<file path="src/rtl/ntt_pkg.sv">
// Shared definitions for the NTT address sequencer: transform size,
// sequencer states and the butterfly top-operand index function.
package ntt_pkg;

   localparam int LOG_N = 8;
   localparam int N     = 1 << LOG_N;

   typedef enum logic [1:0] {
      IDLE,
      READ,
      DRAIN,
      FINISH
   } state_t;

   // Top operand of butterfly k in stage s: insert a zero bit at position s
   // of k, so that bottom = top + (1 << s) is the partner operand.
   function automatic int unsigned top_addr(input int unsigned s, input int unsigned k);
      int unsigned h;
      h = 32'd1 << s;
      return ((k >> s) << (s + 32'd1)) | (k & (h - 32'd1));
   endfunction

endpackage

</file>
<file path="src/rtl/addr_delay_line.sv">
// Fixed-depth shift register carrying {valid, address} from the read side
// to the write side. An address stage only reloads when the valid bit
// entering it is set, so the final stage holds the last written address
// while the valid output is low.
module addr_delay_line #(
   parameter int DEPTH = 4,
   parameter int WIDTH = 8
) (
   input  logic             clk,
   input  logic             rst,
   input  logic             in_valid,
   input  logic [WIDTH-1:0] in_addr,
   output logic             out_valid,
   output logic [WIDTH-1:0] out_addr
);

   logic             valid_q [DEPTH];
   logic [WIDTH-1:0] addr_q  [DEPTH];

   // Shift valid every cycle; move addresses only alongside a valid bit.
   always_ff @(posedge clk or negedge rst) begin
      if (!rst) begin
         for (int i = 0; i < DEPTH; i++) begin
            valid_q[i] <= 1'b0;
            addr_q[i]  <= '0;
         end
      end else begin
         valid_q[0] <= in_valid;
         if (in_valid) begin
            addr_q[0] <= in_addr;
         end
         for (int i = 1; i < DEPTH; i++) begin
            valid_q[i] <= valid_q[i-1];
            if (valid_q[i-1]) begin
               addr_q[i] <= addr_q[i-1];
            end
         end
      end
   end

   assign out_valid = valid_q[DEPTH-1];
   assign out_addr  = addr_q[DEPTH-1];

endmodule

</file>
<file path="src/rtl/address_generator2.sv">
// Read/write address sequencer for an in-place radix-2 NTT. Reads the top
// then bottom operand of every butterfly, stage by stage, and replays each
// read address as a write address after the butterfly pipeline latency.
module address_generator2
   import ntt_pkg::*;
#(
   parameter int ADDR_W  = LOG_N,
   parameter int LATENCY = 4
) (
   input  logic              clk,
   input  logic              rst,
   input  logic              done,
   output logic [ADDR_W-1:0] rdAddress,
   output logic [ADDR_W-1:0] wrAddress,
   output logic              wrValid
);

   localparam int STAGE_W = (ADDR_W > 1) ? $clog2(ADDR_W) : 1;
   localparam int CNT_W   = (LATENCY > 1) ? $clog2(LATENCY) : 1;
   localparam int K_W     = ADDR_W - 1;

   localparam logic [STAGE_W-1:0] LAST_STAGE = STAGE_W'(ADDR_W - 1);
   localparam logic [CNT_W-1:0]   DRAIN_INIT = CNT_W'(LATENCY - 1);

   state_t             state;
   logic [STAGE_W-1:0] stage;
   logic [K_W-1:0]     k;
   logic               phase_bottom;
   logic [CNT_W-1:0]   drain_cnt;
   logic               rd_valid;

   logic [ADDR_W-1:0]  half_span;
   logic [ADDR_W-1:0]  next_top;

   assign half_span = ADDR_W'(1) << stage;
   assign next_top  = ADDR_W'(top_addr(32'(stage), 32'(k) + 32'd1));

   // Sequencer FSM; rdAddress and the read-valid bit are registered here and
   // always describe the read currently on the bus.
   always_ff @(posedge clk or negedge rst) begin
      if (!rst) begin
         state        <= IDLE;
         stage        <= '0;
         k            <= '0;
         phase_bottom <= 1'b0;
         drain_cnt    <= '0;
         rdAddress    <= '0;
         rd_valid     <= 1'b0;
      end else begin
         case (state)
            IDLE: begin
               if (done) begin
                  state        <= READ;
                  stage        <= '0;
                  k            <= '0;
                  phase_bottom <= 1'b0;
                  rdAddress    <= ADDR_W'(top_addr(32'd0, 32'd0));
                  rd_valid     <= 1'b1;
               end
            end
            READ: begin
               if (!phase_bottom) begin
                  rdAddress    <= rdAddress + half_span;
                  phase_bottom <= 1'b1;
               end else if (&k) begin
                  state        <= DRAIN;
                  drain_cnt    <= DRAIN_INIT;
                  k            <= '0;
                  phase_bottom <= 1'b0;
                  rdAddress    <= '0;
                  rd_valid     <= 1'b0;
               end else begin
                  k            <= k + K_W'(1);
                  phase_bottom <= 1'b0;
                  rdAddress    <= next_top;
               end
            end
            DRAIN: begin
               if (drain_cnt == '0) begin
                  if (stage == LAST_STAGE) begin
                     state <= FINISH;
                  end else begin
                     state     <= READ;
                     stage     <= stage + STAGE_W'(1);
                     rdAddress <= '0;
                     rd_valid  <= 1'b1;
                  end
               end else begin
                  drain_cnt <= drain_cnt - CNT_W'(1);
               end
            end
            FINISH: begin
               if (!done) begin
                  state <= IDLE;
               end
            end
            default: state <= IDLE;
         endcase
      end
   end

   addr_delay_line #(
      .DEPTH (LATENCY),
      .WIDTH (ADDR_W)
   ) u_delay (
      .clk       (clk),
      .rst       (rst),
      .in_valid  (rd_valid),
      .in_addr   (rdAddress),
      .out_valid (wrValid),
      .out_addr  (wrAddress)
   );

endmodule

</file>
<file path="config.mk">
export PLATFORM = sky130hd
export DESIGN_NAME = address_generator2
export DESIGN_NICKNAME = d
export VERILOG_FILES = /design/src/rtl/ntt_pkg.sv /design/src/rtl/addr_delay_line.sv /design/src/rtl/address_generator2.sv
export SDC_FILE = /design/constraint.sdc
export NUM_CORES = 1
export LEC_CHECK = 0
export ABC_CLOCK_PERIOD_IN_PS = 4000
export CORE_MARGIN = 1
export CORE_UTILIZATION = 45
export CTS_CLUSTER_SIZE = 25
export DETAILED_ROUTE_END_ITERATION = 12
export SLEW_MARGIN = 20
export SYNTH_ARGS = -nofsm -noshare
export SYNTH_HDL_FRONTEND = slang
export SYNTH_SLANG_ARGS = --single-unit
</file>
<file path="constraint.sdc">
create_clock -name clk -period 4 [get_ports clk]
set_input_delay 0.4 -clock clk [delete_from_list [all_inputs] [get_ports clk]]
set_output_delay 0.4 -clock clk [all_outputs]
set_load 0.005 [all_outputs]
</file>
==> flow_results.org, run 1 <==
** Floorplan
- During I/O placement, the number of pins put on the boundary was 20.
- After floorplanning, the core was sized to cover 8340 um2.
- Full die area :: 9100 um2
- Die width :: 95.4 um
- The floorplan step set the die height to 95.4 um.
- Starting density of the core :: 47.0%
- Row generation in the floorplan step produced 33 rows.

** Cells and area
- Count of filler cells inserted in the layout :: 784
- Layout cells sized above 1 :: 17.1%
- 0 antenna diodes ended up in the layout.
- From synthesis to final layout, the design area changed by 9.09%.
- Layout Nets :: 431
- Non-Filler Instances :: 521

** Synth
- Dividing the synthesized area by the synthesized cell count gives 9.55 um2.
- Sequential elements use 38.3% of the synthesized area.
- Top cell types by occurrence after synthesis :: 60 x dfrtp_1, 38 x nand2_1, 32 x mux2_2
- The mapped netlist covers 3920 um2.
- Top cell type's share of synthesized area :: 38.3%
- In the post-synthesis netlist, the cell with the most instances is dfrtp_1.
- In the synthesized netlist the async set-or-reset flop fraction comes to 100%.
- After technology mapping, the gate count stands at 411.
- The synthesized design contains 60 register bits.
- The number of nets in the synthesized netlist is 431.
- Yosys attributes the largest share of cell area to dfrtp_1 38%, mux2_2 9.2%, ha_1 5.1%.
- The synthesized netlist contains 73 unique library cells.
- Warnings, synthesis :: 0
- Dominant synthesized flop cell :: dfrtp_1
- Counting flops with a built-in enable in the synthesized netlist gives 0.
- dfrtp_1 takes more of the synthesized area than any other cell.

** Route
- Before antenna repair, the detailed router went through 5 iterations.
- For this block, the initial DRC count from the detailed router was 222.
- After detailed routing, the number of remaining DRC violations is 0.
- Via density per instance :: 6.02
- DR vias :: 3135
- Overall routed net length :: 9410 um
- Post-route antenna net violation count :: 0
- Post-detailed-route wirelength per cell :: 18.1 um

** Global route
- The number of antenna violations at the first check in global routing came to 0.
- Global routing used 22.9% of the available tracks across all layers.
- Vias in the first global route :: 2978
- Entering global routing, the biggest net connects 37 pins.
- Wire length of the first global-routing pass :: 15500 um
- Total global routing overflow :: 0

** Setup path
- Reg2reg path depth :: 13
- Worst setup path startpoint :: stage[0]$_DFFE_PN0P_
- The endpoint identified for the worst register-to-register timing path is rdAddress[7]$_DFFE_PN0P_.
- Data arrival, critical path :: 3.54 ns
- The critical path is of the reg -> reg type.
- Worst R2R Setup Slack :: 0.67 ns
- Critical path capture point type :: register
- STA classifies the critical path startpoint as a register.
- Origin of the critical flop-to-flop path :: stage[0]$_DFFE_PN0P_
- Of all nets on the critical path, the largest fanout is 36.
- STA puts the critical path data required time at 4.21 ns.

** Placed design
- After detailed placement, the design holds a cell count of 505.
- Routability Congestion :: 0.891
- Estimated wirelength of the detail-placed design :: 6990 um
- Buffers placed on the I/O ports in this run total 19.

** Power
- Max VDD drop :: 0.000531 V
- In this run the static leakage power is 1.89 nW.
- For this design the ratio of total power to cell area is 839 nW/um2.

** Clocking
- Counting along the longest clock path gives a buffer depth of 2.
- Buffers added to address setup during post-CTS repair amount to 0.
- TritonCTS clock tree :: yes
- Number of sinks driven by the clock tree :: 60
- The later pin in the worst-skew pair is clocked with a latency of 0.34 ns.
- Master cell of the clock root buffer :: clkbuf_8
- In this run, post-CTS hold repair placed 0 buffers.
- In this run, CTS created clock tree buffers numbering 9.
- Clock-pin transition on the worst setup and hold timing paths :: 0.08 ns
- Deepest level of the CTS H-tree :: 3
- CTS-repair resized insts :: 0

** STA
- For the finished layout, the period the worst path requires is 3.33 ns.
- Setup repair after global routing left no endpoint under its margin.
- The final-report hold violation count is 0.
- Fraction of the cycle the final worst path needs :: 83.3%
- For the final database, setup skew stands at 0.0140 ns.
- Setup violations remaining at the end of the flow were counted as 0.
- Worst Hold Slack :: 0.0849 ns
- In the final timing run, aggregate negative setup slack is 0 ns.
- Final number of max-transition violations :: 0
- Max frequency :: 0.300 GHz
- At the pin with the least slew margin, the transition time is 0.869 ns.
- The worst pin sits at a relative slew slack of 41.9%.

** Job
- Number of max-capacitance violations reported :: 0

** Worst hold path
- Worst min-delay path category :: in -> async

** Outcome
- The flow ran to the end, and the final reports show no timing, DRC or antenna violations.
-- through the flow --
step	setup WS [ns]	instance area (um2)	util, %	total power, mW
6_report	0.669	4280	51.3	3.59
5_1_grt	0.380	4280	51.3	3.88
4_1_cts	0.662	4280	51.3	3.60
3_5_place_dp	0.681	4080	48.9	3.03
3_3_place_gp	0.854	4080	48.9	3.02
2_1_floorplan	0.975	3920	-	2.54
-- state kept, by name, summed over array words and instances, names as in the netlist --
signal             cells
drain_cnt              2
k                      7
phase_bottom           1
rdAddress              8
rd_valid               1
stage                  3
state                  2
u_delay.addr_q        24
u_delay.out_addr       8
u_delay.out_valid      1
u_delay.valid_q        3
-- layout make-up --
class | instances | area, um2 | area share, %
multi-input combinational | 304 | 2180 | 50.9
sequential | 60 | 1500 | 35.1
timing repair buffer | 24 | 223 | 5.20
tap | 105 | 131 | 3.07
clock buffer | 9 | 124 | 2.89
clock inverter | 7 | 75.1 | 1.75
inverter | 12 | 45.0 | 1.05
-- critical path: stages, from the launching register on --
cell	delay [ns]
dfrtp_1	0.34
buf_4	0.32
ha_1	0.32
nand2_1	0.10
inv_1	0.13
ha_1	0.25
a21o_1	0.18
a211o_1	0.31
a2111oi_0	0.43
nor3_1	0.15
xnor2_1	0.16
a21o_1	0.17
a211oi_1	0.27
a211oi_2	0.05
-- cells in the final DEF, fill, tap and decap left out, types with 3 or more instances in the layout --
master and count:
and2_1 7, a22oi_1 4, o21ai_1 4, nand2_1 38, clkdlybuf4s50_1 18, a211o_1 4
a211oi_1 3, dfrtp_1 60, inv_1 11, xnor2_1 7, nor3_1 12, ha_1 16
nand4_1 7, buf_4 5, o21bai_1 3, mux2_2 32, nand2b_1 5, a31oi_1 3
o21ai_0 26, a21oi_1 24, o31ai_1 3, nor2_1 27, nor2b_1 3, xor2_1 5
a21o_1 6, o221ai_1 3, clkbuf_8 9, o2111ai_1 3, nand3_1 8
-- cells by family (layout without fill, tap and decap cells) --
family          after synthesis  in the layout  share of synthesized area (%)
xor+xnor                     14             14                           3.51
flops                        60             60                           38.3
simple gates                123            123                           16.0
fa+ha+maj                    17             17                           5.61
mux                          34             34                           9.69
buf+inv                      47             52                           6.15
compound gates              116            116                           20.8
-- worst max-delay path by stage --
stage,slack [ns],end,depth (start not counted)
floorplan,0.97,rdAddress[7]$_DFFE_PN0P_,13
global placement,0.85,rdAddress[7]$_DFFE_PN0P_,13
detailed placement,0.68,rdAddress[7]$_DFFE_PN0P_,13
CTS,0.66,rdAddress[7]$_DFFE_PN0P_,13
global route,0.38,rdAddress[7]$_DFFE_PN0P_,13
finish,0.67,rdAddress[7]$_DFFE_PN0P_,13
-- power breakdown --
group	internal, mW	leakage [nW]	switching [mW]
Clock	0.292	0.104	0.257
Sequential	0.852	0.787	0.284
Combinational	0.849	1.00	1.06
-- layer usage --
layer / vias to the layer above / wire length [um] / track usage, %
li1: 1500 / - / -
met1: 1537 / 4520 / 33.2
met2: 80 / 4200 / 33.5
met3: 18 / 498 / 4.78
met4: 0 / 194 / 8.08
met5: - / 0 / 0
No activity file was read; power rests on OpenSTA's default activity.
==> run 2, diff against run 1 <==
--- a/config.mk
+++ b/config.mk
@@ -5,7 +5,7 @@
 export SDC_FILE = /design/constraint.sdc
 export NUM_CORES = 1
 export LEC_CHECK = 0
-export ABC_CLOCK_PERIOD_IN_PS = 4000
+export ABC_CLOCK_PERIOD_IN_PS = 3200
 export CORE_MARGIN = 1
 export CORE_UTILIZATION = 45
 export CTS_CLUSTER_SIZE = 25
==> constraint.sdc (replaced) <==
create_clock -name clk -period 3.2 [get_ports clk]
set_input_delay 0.32 -clock clk [delete_from_list [all_inputs] [get_ports clk]]
set_output_delay 0.32 -clock clk [all_outputs]
set_load 0.005 [all_outputs]
==> flow_results.org, run 2 (synthesis results as in run 1) <==
** Route
- The count of TritonRoute iterations in the first routing pass came to 5 (unchanged).
- Met3 WL post-DR :: 606 um (+22%)
- Drt drc :: 0 (unchanged)
- Post-route antenna net violation count :: 0 (unchanged)
- The via count came to 3170 (+1.1%).
- Highest routed layer :: met4
- The wire length the detailed router placed on met1 came to 4430 um (-1.9%).
- Overall routed net length :: 9310 um (-1.0%)
- The wire length on met2 came to 4090 um (-2.7%).
- The detail-routed via count per cell was 5.98 (-0.60%).
- Initial detailed-routing violation count :: 269 (+21%)
- The routed length per placed instance is 17.6 um (-2.7%).

** Setup path
- Critical Path Fanout Max :: 6 (-83%)
- Startpoint type of the worst setup path :: register
- The worst setup path is captured at a register.
- Worst Path Required :: 3.40 ns (-0.81 ns)
- By startpoint and endpoint, the worst setup path is classified as reg -> reg.
- Data arrival, critical path :: 3.15 ns (-0.39 ns)

** Global route
- The number of global-route vias before repair is 3009 (+1.0%).
- The wire length of the first global-routing pass was 15400 um (-0.49%).
- The all-layer global routing usage came to 22.6% (-0.29 points).
- Number of antenna violations at the first check in global routing :: 0 (unchanged)
- Total global routing overflow :: 0 (unchanged)
- The maximum number of pins on one net before global-route repair was 48 (+30%).

** Power
- The net switching power figure came to 2.00 mW (+25%).
- Share of total power in sequential cells :: 30.8% (-0.8 points)
- The internal power component was 2.54 mW (+28%).
- Power share of the combinational group :: 54.9% (+1.8 points)
- Clock power frac :: 14.3% (-1.0 points)
- The total power of the final layout came to 4.54 mW (+26%).
- The switching share of power is 44.0% (-0.52 points).
- Leakage :: 1.93 nW (+1.8%)
- Total power divided by cell area :: 1050 nW/um2 (+25%)
- The peak ir drop on the vdd network came to 0.000467 V (-12%).

** Clocking
- Postcts setup bufs :: 0 (unchanged)
- The CTS buffer count is 9 (unchanged).
- In this run the clock root is driven by a clkbuf_8.
- The cts-stage hold buffer count came to 0 (unchanged).
- CTS-repair resized insts :: 0 (unchanged)
- CTS Buffer Depth :: 2 (unchanged)
- Deepest level of the CTS H-tree :: 3 (unchanged)
- The number of sinks on the clock net is 60 (unchanged).
- Clock-pin transition on the worst setup and hold timing paths :: 0.07 ns (about the same)
- The clock latency on the worst-skew pair came to 0.34 ns (about the same).
- TritonCTS built the clock tree.

** Cells and area
- Layout Nets :: 440 (+2.1%)
- The library cell used most frequently in the layout, excluding fill and tap cells, is dfrtp_1.
- Antenna diode count :: 0 (unchanged)
- Largest register FFs :: 24 (unchanged)
- More flip-flops sit in one register than any other, and that register is u_delay.addr_q.
- The count of fill cells added during filler insertion came to 771 (-1.7%).
- Non-Filler Instances :: 530 (+1.7%)
- Area growth syn-to-layout :: 10.5%
- Commonest non-fill, non-tap cells in the layout :: 60 x dfrtp_1, 38 x nand2_1, 32 x mux2_2, 27 x nor2_1, 26 x o21ai_0
- The register area came to 1500 um2 (unchanged).
- Area of the multi-input gates :: 2180 um2 (unchanged)
- Layout cells sized above 1 :: 18.4% (+1.3 points)

** Worst hold path
- In this run the worst hold path is classified as in -> async.

** Placed design
- The number of port buffers came to 19 (unchanged).
- The post-DP HPWL was 6940 um (-0.83%).
- Routability Congestion :: 0.847 (-5.0%)
- Placement Setup Slack :: 0.256 ns (-0.426 ns)
- The count of placed standard cells including taps was 514 (+1.8%).

** Job
- Number of max-capacitance violations reported :: 0 (unchanged)

** Floorplan
- The area of the core was 8340 um2 (unchanged).
- The die height is 95.4 um (unchanged).
- The number of rows in the core area is 33 (unchanged).
- The die footprint came to 9100 um2 (unchanged).
- The overall die width is 95.4 um (unchanged).
- The starting density of the core is 47.0% (unchanged).
- I/O Pins :: 20 (unchanged)

** STA
- The number of setup violations in the final report is 0 (unchanged).
- The actual slew at the worst max-slew pin is 0.786 ns (-0.0826 ns).
- Worst path setup slack after routing :: 0.245 ns (-0.424 ns)
- Setup repair after global routing left no endpoint under its margin.
- Fraction of the cycle the final worst path needs :: 92.4% (+9.1 points)
- Max frequency :: 0.338 GHz (+13%)
- The final-report hold violation count is 0 (unchanged).
- The shortest clock period the worst path allows after layout came to 2.96 ns (-0.376 ns).
- Setup Total Neg Slack :: 0 ns (unchanged)
- Final setup skew :: 0.0101 ns (-0.00387 ns)
- The count of pins over their slew limit was 0 (unchanged).
- The normalized max-slew margin is 47.4% (+5.5 points).

** Outcome
- Status :: complete, no violations
[run 2: through the flow]
step                instance area, um2  hold WS [ns]  utilization (%)
global placement                  4150         0.481             49.7
global route                      4340        0.0420             52.0
detailed placement                4150         0.490             49.7
CTS                               4330         0.219             52.0
floorplan                         3920        0.0244                -
finish                            4340       0.00367             52.0
[run 2: power groups by stage]
stage / clock network (mW) / registers [mW] / logic [mW]
2_1_floorplan: 0 / 1.23 / 1.94
3_3_place_gp: 0 / 1.40 / 2.44
3_5_place_dp: 0 / 1.41 / 2.46
4_1_cts: 0.676 / 1.40 / 2.47
5_1_grt: 0.708 / 1.46 / 2.76
6_report: 0.651 / 1.40 / 2.49
[run 2: layout make-up]
type / count / area share, %
Inverter: 12 / 1.04
Clock inverter: 5 / 1.21
Sequential cell: 60 / 34.6
Tap cell: 105 / 3.03
Multi-Input combinational cell: 304 / 50.3
Clock buffer: 11 / 3.03
Timing Repair Buffer: 33 / 6.75
[run 2: final timing paths]
check | from | to | slack [ns] | cells past startpoint
min in group clk | u_delay.addr_q[9]$_DFFE_PN0P_ | u_delay.out_addr[1]$_DFFE_PN0P_ | 0.50 | 1
setup / recovery | stage[0]$_DFFE_PN0P_ | rdAddress[7]$_DFFE_PN0P_ | 0.24 | 13
hold / removal | rst | rdAddress[3]$_DFFE_PN0P_ | 0.004 | 1
max in group asynchronous | rst | u_delay.out_addr[4]$_DFFE_PN0P_ | 2.64 | 2
setup reg to reg | stage[0]$_DFFE_PN0P_ | rdAddress[7]$_DFFE_PN0P_ | 0.24 | 13
hold reg to reg | u_delay.addr_q[9]$_DFFE_PN0P_ | u_delay.out_addr[1]$_DFFE_PN0P_ | 0.50 | 1
[run 2: layer usage]
layer,global-route usage (%),vias up
met5,0,-
met4,7.21,0
met3,5.50,14
met2,33.0,123
met1,32.7,1514
li1,-,1519
[run 2: worst max-delay path: stages (launching register included)]
cell and delay [ns]:
dfrtp_1 0.40, inv_1 0.10, ha_1 0.26, nand2_1 0.11, inv_1 0.07, ha_1 0.21
a21o_1 0.20, a211o_1 0.31, a2111oi_0 0.38, nor3_1 0.13, xnor2_1 0.16, a21o_1 0.17
a211oi_1 0.27, a211oi_2 0.05
==> run 3, diff against run 2 <==
--- a/config.mk
+++ b/config.mk
@@ -8,6 +8,7 @@
 export ABC_CLOCK_PERIOD_IN_PS = 3200
 export CORE_MARGIN = 1
 export CORE_UTILIZATION = 45
+export CTS_BUF_LIST = sky130_fd_sc_hd__clkbuf_16
 export CTS_CLUSTER_SIZE = 25
 export DETAILED_ROUTE_END_ITERATION = 12
 export SLEW_MARGIN = 20
==> flow_results.org, run 3 (synthesis results as in run 1) <==
** Outcome
- Status :: complete, no violations

** Floorplan
- I/O Pins :: 20 (unchanged)
- The starting density of the core came to 47.0% (unchanged).
- Full die area :: 9100 um2 (unchanged)
- The overall die width was 95.4 um (unchanged).
- Die height :: 95.4 um (unchanged)
- CORE AREA :: 8340 um2 (unchanged)
- Row Count :: 33 (unchanged)

** Route
- The post-detailed-routing wire length came to 9460 um (+1.6%).
- DRT Pass-1 Iters :: 5 (unchanged)
- DR vias :: 3166 (-0.13%)
- Initial detailed-routing violation count :: 249 (-7.4%)
- The routed length per placed instance was 17.9 um (+1.6%).
- The remaining design rule violation count is 0 (unchanged).
- The antenna violation net count after detailed routing was 0 (unchanged).
- The detail-routed via count per cell came to 5.97 (-0.13%).

** STA
- The maximum operating frequency came to 0.339 GHz (+0.24%).
- Endpoints failing hold :: 0 (unchanged)
- The maximum clock skew at final layout came to 0.00686 ns (-0.00323 ns).
- The shortest clock period the worst path allows after layout came to 2.95 ns (-0.00699 ns).
- The part of the cycle the worst path needs was 92.1% (-0.22 points).
- The actual slew at the worst max-slew pin is 0.777 ns (-0.00914 ns).
- The number of setup violations in the final report was 0 (unchanged).
- Setup Total Neg Slack :: 0 ns (unchanged)
- Slew HR :: 48.0% (+0.61 points)
- Setup repair after global routing left no endpoint under its margin.
- Final number of max-transition violations :: 0 (unchanged)

** Setup path
- Critical path capture point type :: register
- STA classifies the critical path startpoint as a register.
- Data arrival, critical path :: 3.14 ns (about the same)
- The critical path starts at stage[0]$_DFFE_PN0P_.
- The critical path is of the reg -> reg type.
- Critical Path Fanout Max :: 6 (unchanged)
- The endpoint required time on the critical path was 3.39 ns (about the same).
- Origin of the critical flop-to-flop path :: stage[0]$_DFFE_PN0P_

** Placed design
- The placer congestion estimate is 0.847 (unchanged).
- Estimated wirelength of the detail-placed design :: 6940 um (unchanged)
- The total cell area at the placement stage came to 4150 um2 (unchanged).
- I/O Buffers :: 19 (unchanged)

** Cells and area
- Largest register FFs :: 24 (unchanged)
- Cell area after layout :: 4440 um2 (+2.3%)
- Commonest non-fill, non-tap cells in the layout :: 60 x dfrtp_1, 38 x nand2_1, 32 x mux2_2, 27 x nor2_1, 26 x o21ai_0
- The antenna diode count is 0 (unchanged).
- The register with the most flip-flops in the final layout is u_delay.addr_q.
- Layout cells sized above 1 :: 18.4% (unchanged)
- Layout Nets :: 440 (unchanged)
- Area growth syn-to-layout :: 13.1%
- Most common cell after layout, fill and taps aside :: dfrtp_1
- The count of fill cells added during filler insertion came to 762 (-1.2%).

** Global route
- Global-route total usage across every layer :: 23.0% (+0.38 points)
- Wire length of the first global-routing pass :: 15600 um (+1.4%)
- The maximum number of pins on one net before global-route repair was 48 (unchanged).
- Vias in the first global route :: 3041 (+1.1%)
- The overflow left after global routing is 0 (unchanged).
- The number of antenna violations at the first check in global routing was 0 (unchanged).

** Power
- The peak ir drop on the vdd network is 0.000508 V (+8.9%).
- The total leakage power was 1.98 nW (+2.8%).
- The power density relative to cell area was 1090 nW/um2 (+3.9%).

** Worst hold path
- Worst min-delay path category :: in -> async

** Clocking
- The post-cts gate resize count came to 0 (unchanged).
- Postcts setup bufs :: 0 (unchanged)
- The clock latency on the worst-skew pair came to 0.33 ns (about the same).
- Clock-pin transition on the worst setup and hold timing paths :: 0.06 ns (about the same)
- TritonCTS built the clock tree.
- The H-tree depth came to 3 (unchanged).
- The CTS buffer count is 9 (unchanged).
- Number of sinks driven by the clock tree :: 60 (unchanged)
- Hold-fix buffers, CTS :: 0 (unchanged)
- Clock tree synthesis selected as its root buffer the cell clkbuf_16.
- CTS Buffer Depth :: 2 (unchanged)

** Job
- The number of max-cap violations was 0 (unchanged).
## run 3: report_power, final
part           leakage [nW]  internal (mW)  switching, mW  total [mW]
Combinational          1.05           1.12           1.37        2.50
Clock                 0.148          0.591          0.337       0.928
Sequential            0.787           1.07          0.336        1.40
Total                  1.98           2.78           2.05        4.83
## run 3: layout make-up
type / instances / area [um2] / area share (%)
Multi-Input combinational cell: 304 / 2180 / 49.2
Tap cell: 105 / 131 / 2.96
Clock buffer: 9 / 225 / 5.08
Clock inverter: 7 / 60.1 / 1.35
Sequential cell: 60 / 1500 / 33.8
Timing Repair Buffer: 33 / 293 / 6.60
Inverter: 12 / 45.0 / 1.02
## run 3: metrics by stage
stage | utilization (%) | worst slack (ns) | total power [mW] | instances | hold WS [ns]
global placement | 49.7 | 0.301 | 3.84 | 514 | 0.481
finish | 53.2 | 0.252 | 4.83 | 530 | 0.00761
detailed placement | 49.7 | 0.256 | 3.87 | 514 | 0.490
floorplan | - | 0.175 | 3.17 | 411 | 0.0244
CTS | 53.2 | 0.254 | 4.82 | 530 | 0.242
global route | 53.2 | 0.0102 | 5.20 | 530 | 0.0726
## run 3: critical path: stages, from the launching register on
cell and delay (ns):
dfrtp_1 0.39, inv_1 0.09, ha_1 0.26, nand2_1 0.11
inv_1 0.07, ha_1 0.21, a21o_1 0.20, a211o_1 0.31
a2111oi_0 0.39, nor3_1 0.13, xnor2_1 0.16, a21o_1 0.17
a211oi_1 0.27, a211oi_2 0.05
## run 3: path summary, 6_finish.rpt
| kind | endpoint | slack [ns] | cells past startpoint |
|---|---|---|---|
| worst max-delay path | rdAddress[7]$_DFFE_PN0P_ | 0.25 | 13 |
| worst min-delay path | rdAddress[1]$_DFFE_PN0P_ | 0.008 | 1 |
| worst max register to register | rdAddress[7]$_DFFE_PN0P_ | 0.25 | 13 |
| worst min register to register | u_delay.addr_q[8]$_DFFE_PN0P_ | 0.50 | 1 |
| max in group asynchronous | u_delay.addr_q[20]$_DFFE_PN0P_ | 2.63 | 2 |
| min in group clk | u_delay.addr_q[8]$_DFFE_PN0P_ | 0.50 | 1 |
## run 3: metal layers
metal,vias to the layer above,global-route usage [%],share of wire (%)
li1,1528,-,-
met1,1507,33.1,47
met2,116,33.6,45
met3,15,5.26,5.6
met4,0,8.21,2.1
met5,-,0,0
